[src/rtl/spi_slave_ram.sv]
// RAM stage behind the SPI slave: decodes 10-bit rx words into address/data
// writes and reads; optional protocol-error flag enabled by SPI_RAM_SEQ_ERR_EN.
module spi_slave_ram #(
    parameter int MEM_DEPTH = 256,
    parameter int ADDR_SIZE = 8,
    parameter bit AUTO_INC  = 1'b0
) (
    input  logic       clk,
    input  logic       rst_n,
    input  logic [9:0] rx_data,
    input  logic       rx_valid,
    output logic [7:0] tx_data,
    output logic       tx_valid
`ifdef SPI_RAM_SEQ_ERR_EN
    ,
    output logic       seq_err
`endif
);

    localparam logic [1:0] CMD_WR_ADDR = 2'b00;
    localparam logic [1:0] CMD_WR_DATA = 2'b01;
    localparam logic [1:0] CMD_RD_ADDR = 2'b10;
    localparam logic [1:0] CMD_RD_DATA = 2'b11;

    logic [1:0]           cmd_s;
    logic [7:0]           payload_s;
    logic [7:0]           mem_r [0:MEM_DEPTH-1];
    logic [ADDR_SIZE-1:0] wr_addr_r;
    logic [ADDR_SIZE-1:0] rd_addr_r;
    logic [ADDR_SIZE-1:0] wr_addr_nxt_s;
    logic [ADDR_SIZE-1:0] rd_addr_nxt_s;
    logic [7:0]           tx_data_nxt_s;
    logic                 tx_valid_nxt_s;
    logic                 mem_we_s;
    logic                 wr_in_range_s;
    logic                 rd_in_range_s;
    logic [7:0]           rd_word_s;

    // Non-power-of-2 depths leave a hole at the top of the address space.
    function automatic logic addr_in_range(input logic [ADDR_SIZE-1:0] addr);
        return ({{(32-ADDR_SIZE){1'b0}}, addr} < 32'(MEM_DEPTH));
    endfunction

    function automatic logic [ADDR_SIZE-1:0] addr_incr(input logic [ADDR_SIZE-1:0] addr);
        if (addr == ADDR_SIZE'(MEM_DEPTH - 1)) begin
            return {ADDR_SIZE{1'b0}};
        end else begin
            return addr + ADDR_SIZE'(1);
        end
    endfunction

    assign cmd_s         = rx_data[9:8];
    assign payload_s     = rx_data[7:0];
    assign wr_in_range_s = addr_in_range(wr_addr_r);
    assign rd_in_range_s = addr_in_range(rd_addr_r);
    assign rd_word_s     = rd_in_range_s ? mem_r[rd_addr_r] : 8'h00;

`ifdef SPI_RAM_SEQ_ERR_EN
    logic wr_loaded_r;
    logic rd_loaded_r;
    logic wr_loaded_nxt_s;
    logic rd_loaded_nxt_s;
    logic seq_err_nxt_s;

    // Loaded flags and error pulse; offending commands still execute.
    always_comb begin
        wr_loaded_nxt_s = wr_loaded_r;
        rd_loaded_nxt_s = rd_loaded_r;
        seq_err_nxt_s   = 1'b0;
        if (rx_valid) begin
            case (cmd_s)
                CMD_WR_ADDR: wr_loaded_nxt_s = 1'b1;
                CMD_WR_DATA: seq_err_nxt_s   = ~wr_loaded_r;
                CMD_RD_ADDR: rd_loaded_nxt_s = 1'b1;
                CMD_RD_DATA: seq_err_nxt_s   = ~rd_loaded_r;
                default:     seq_err_nxt_s   = 1'b0;
            endcase
        end else begin
            seq_err_nxt_s = 1'b0;
        end
    end

    // Sequence-check state registers.
    always_ff @(posedge clk or negedge rst_n) begin
        if (!rst_n) begin
            wr_loaded_r <= 1'b0;
            rd_loaded_r <= 1'b0;
            seq_err     <= 1'b0;
        end else begin
            wr_loaded_r <= wr_loaded_nxt_s;
            rd_loaded_r <= rd_loaded_nxt_s;
            seq_err     <= seq_err_nxt_s;
        end
    end
`endif

    // Command decode; everything holds when no rx word arrives.
    always_comb begin
        wr_addr_nxt_s  = wr_addr_r;
        rd_addr_nxt_s  = rd_addr_r;
        tx_data_nxt_s  = tx_data;
        tx_valid_nxt_s = tx_valid;
        mem_we_s       = 1'b0;
        if (rx_valid) begin
            case (cmd_s)
                CMD_WR_ADDR: begin
                    wr_addr_nxt_s  = payload_s[ADDR_SIZE-1:0];
                    tx_valid_nxt_s = 1'b0;
                end
                CMD_WR_DATA: begin
                    mem_we_s       = wr_in_range_s;
                    tx_valid_nxt_s = 1'b0;
                    if (AUTO_INC) begin
                        wr_addr_nxt_s = addr_incr(wr_addr_r);
                    end else begin
                        wr_addr_nxt_s = wr_addr_r;
                    end
                end
                CMD_RD_ADDR: begin
                    rd_addr_nxt_s  = payload_s[ADDR_SIZE-1:0];
                    tx_valid_nxt_s = 1'b0;
                end
                CMD_RD_DATA: begin
                    tx_data_nxt_s  = rd_word_s;
                    tx_valid_nxt_s = 1'b1;
                    if (AUTO_INC) begin
                        rd_addr_nxt_s = addr_incr(rd_addr_r);
                    end else begin
                        rd_addr_nxt_s = rd_addr_r;
                    end
                end
                default: begin
                    tx_valid_nxt_s = tx_valid;
                end
            endcase
        end else begin
            tx_valid_nxt_s = tx_valid;
        end
    end

    // Address and readback registers.
    always_ff @(posedge clk or negedge rst_n) begin
        if (!rst_n) begin
            wr_addr_r <= {ADDR_SIZE{1'b0}};
            rd_addr_r <= {ADDR_SIZE{1'b0}};
            tx_data   <= 8'h00;
            tx_valid  <= 1'b0;
        end else begin
            wr_addr_r <= wr_addr_nxt_s;
            rd_addr_r <= rd_addr_nxt_s;
            tx_data   <= tx_data_nxt_s;
            tx_valid  <= tx_valid_nxt_s;
        end
    end

    // Storage array; deliberately not reset.
    always_ff @(posedge clk) begin
        if (mem_we_s) begin
            mem_r[wr_addr_r] <= payload_s;
        end
    end

endmodule
[config.mk]
export PLATFORM = sky130hd
export DESIGN_NAME = spi_slave_ram
export DESIGN_NICKNAME = d
export VERILOG_FILES = /design/src/rtl/spi_slave_ram.sv
export SDC_FILE = /design/constraint.sdc
export NUM_CORES = 2
export LEC_CHECK = 0
export CORE_MARGIN = 5
export CORE_UTILIZATION = 50
export DETAILED_ROUTE_END_ITERATION = 12
export GPL_TIMING_DRIVEN = 0
export PLACE_DENSITY = 0.68
export RECOVER_POWER = 100
export REMOVE_ABC_BUFFERS = 1
export SLEW_MARGIN = 20
export SYNTH_ARGS = -nofsm -noshare
export SYNTH_HDL_FRONTEND = slang
export SYNTH_SLANG_ARGS = --single-unit
[constraint.sdc]
create_clock -name clk -period 3.25 [get_ports clk]
set_input_delay 0.975 -clock clk [delete_from_list [all_inputs] [get_ports clk]]
set_output_delay 0.975 -clock clk [all_outputs]
set_load 0.01 [all_outputs]
==> impl_results.md <==
- Die area: 170000 µm²
- Clock power share: 0.367
- Syn Area/Cell: 19.8 µm²
- Final Max Tran Viols: 424
- CTS Hold Bufs: 0
- Rel. slew slack: -0.430
- Worst r2r dst: tx_data[2]$_DFFE_PN0P_
- Clk pin slew, worst setup/hold paths: 0.07 ns
- Clock Path Buffers: 3
- Sequential share of power: 0.483
- Fill cells: 11600
- Logic pwr share: 0.150
- RSZ-0062 raised after global routing: true
- # DRC: 0
- DR iter-0 viols: 5214
- Max layer used: met4
- Max Cap Viol: 6
- Startpoint Class: input port
- Fin util: 0.575
- Worst setup EP type: flip-flop
- Synthesized cell area: 81000 µm²
- Setup WS pre-CTS: -1.84 ns
- Register area share after synthesis: 0.767
- Psw: 0.0155 W
- Seq cells post-synth: 2073
- Synth Warn #: 0
- Cell area after layout: 92500 µm²
- Port buffer count: 21
- Failing checks: capacitance limit, slew limit, setup timing
- Metal-1 WL: 80400 µm
- Slew @ Worst Pin: 2.15 ns
- Synth area leaders: edfxtp_1 (76%), mux4_2 (9.5%), mux2i_1 (4.1%)
- Detailed Place HPWL: 125000 µm
- WP data required: 3.70 ns
- Final hold violation count: 0
- Drt via density: 6.36
- Nets: 4252
- Internal power: 0.0462 W
- Via count of the first global-routing pass: 41100
- Dominant cell type by area after synthesis: edfxtp_1
- H-tree depth: 4
- Count leader, synth: edfxtp_1
- Ports: 22
- GRT Util Overall: 0.242
- Ys flop type: edfxtp_1
- Placed Area: 84500 µm²
- Setup WS post-layout: -0.181 ns
- Fraction of layout cells with a size suffix above 1: 0.236
- First-pass GRT wire length: 298000 µm
- Largest net degree at the start of global routing: 123
- Synth cell count leaders: edfxtp_1 (2048), mux4_2 (342), mux2i_1 (332)
- WL/cell: 31.5 µm
- Power per cell area: 667 nW/µm²
- Crit path arrival time: 3.88 ns
- Via Count: 41800
- Final setup viols: 260
- 1st-pass router iterations: 6
- Critical path origin: rx_data[9]
- Crit Path Category: in2reg
- Min-delay worst type: in2async
- Leak: 29.3 nW
- Worst R2R Setup Slack: -0.07 ns
- Crit path time final: 3.43 ns
- Cell variety after synth: 66
- Clock sinks: 2073
- GRT overflow: 0
- Synth async-reset ratio: 0.0121
- Root Buffer: clkbuf_16
- Antenna violations before repair: 4
- RR Startpoint: rd_addr_r[3]$_DFFE_PN0P_
- Core area: 161000 µm²
- Worst vdd ir: 655 µV
- Yosys top cell area share: 0.759
- Reg2Reg Depth: 7
- TritonCTS clock tree: yes
- Worst skew pair latency: 0.83 ns
- Worst Clk Skew: 0.0396 ns
- FMAX: 291 MHz
- CTS Buf Count: 199
- Switching share of power: 0.251
- GP Congestion: 0.824
- Tcrit/Tclk final: 1.06
- Area Overhead vs Synth: 14.2%
- Initial Util: 0.504
- Met2 wire len: 97200 µm
- ANT nets after route: 0
- Number of flops mapped to enable cells by yosys: 2048
- Worst Path Max Fanout: 17
- Worst Setup EP: mem_r[163][6]$_DFFE_PP_
- Row count: 147
- Run status: complete, but fails checks
- Die W: 413 µm
- Met3 WL: 20700 µm
- Synthesized netlist cell count: 4095
- Die Y-Extent: 413 µm
- Wirelength, routed: 207000 µm
- Hold WS: 0.549 ns
==> layout make-up <==
cell class                 instances  area [µm²]  area share
tap                             2160        2700      0.0292
multi-input combinational       1771       18200       0.197
timing repair buffer             188        3090      0.0334
sequential                      2073       62100       0.672
clock inverter                   107        1010      0.0110
clock buffer                     253        5310      0.0574
antenna                            4        10.0    0.000108
inverter                           6        41.3    0.000446
==> critical path, stage by stage <==
cell and delay (ns):
clkdlybuf4s50_1 0.61, and3b_4 0.63, and2_1 0.20, nand2_1 0.66, nor2_2 0.78
==> power by group through the flow <==
stage	Combinational, W	Sequential (W)	Clock (W)
after floorplan	0.00487	0.0307	0
after global placement	0.00670	0.0313	0
after detailed placement	0.00811	0.0304	0
after CTS	0.00907	0.0297	0.0229
after global routing	0.00961	0.0298	0.0240
final	0.00925	0.0298	0.0226
==> worst min path at each step <==
stage | from | slack [ns] | endpoint | depth (start not counted)
2_1_floorplan | rd_addr_r[7]$_DFFE_PN0P_ | 0.50 | rd_addr_r[7]$_DFFE_PN0P_ | 1
3_3_place_gp | rd_addr_r[7]$_DFFE_PN0P_ | 0.53 | rd_addr_r[7]$_DFFE_PN0P_ | 1
3_5_place_dp | rd_addr_r[7]$_DFFE_PN0P_ | 0.54 | rd_addr_r[7]$_DFFE_PN0P_ | 1
4_1_cts | rst_n | 0.17 | tx_data[0]$_DFFE_PN0P_ | 1
5_1_grt | rd_addr_r[7]$_DFFE_PN0P_ | 0.59 | rd_addr_r[7]$_DFFE_PN0P_ | 1
6_report | rst_n | 0.55 | tx_data[0]$_DFFE_PN0P_ | 1
==> logic make-up (layout without fill, tap and decap cells) <==
family	after synthesis	count (layout)	share of synthesized area
buffers and inverters	255	554	0.0201
multiplexers	711	711	0.143
AND/OR/NAND/NOR	631	635	0.0334
other	0	4	0
flip-flops	2073	2073	0.767
AO/OA/AOI/OAI	425	425	0.0369
==> metrics by stage <==
step | power, W | TNS [ns] | std cells
after global routing | 0.0634 | -25.91 | 6558
after detailed placement | 0.0385 | -2280.21 | 6120
final | 0.0617 | -17.70 | 6562
after floorplan | 0.0356 | -207.20 | 3846
after global placement | 0.0380 | - | 6027
after CTS | 0.0617 | -9.10 | 6534
==> cell usage in the layout, fill, tap and decap left out, types with 47 or more instances in the layout <==
master / n
nand2_1: 180
buf_4: 52
a21oi_1: 47
clkbuf_16: 205
mux4_2: 344
edfxtp_1: 2048
mux2i_1: 328
nor2_1: 193
o22ai_1: 116
o221ai_1: 63
nor2_2: 90
clkbuf_1: 48
==> state kept, by name, indices dropped and copies added (netlist names) <==
register	cells
mem_r	2048
rd_addr_r	8
tx_data	8
wr_addr_r	8
tx_valid	1
==> metal layers <==
layer / track usage / vias to the layer above
met5: 0 / -
met4: 0.0892 / 0
met3: 0.0547 / 422
met2: 0.373 / 2192
met1: 0.344 / 22000
li1: - / 17200
==> timing repair <==
item | in CTS | in global routing
cloned | 18 | 4
pin swaps | 18 | 8
resized for setup | 160 | 53
endpoints found under the hold margin | 0 | 0
endpoints found under the setup margin | 1981 | 986
buffers inserted | 36 | 21
Power figures use the tool's default switching activity.
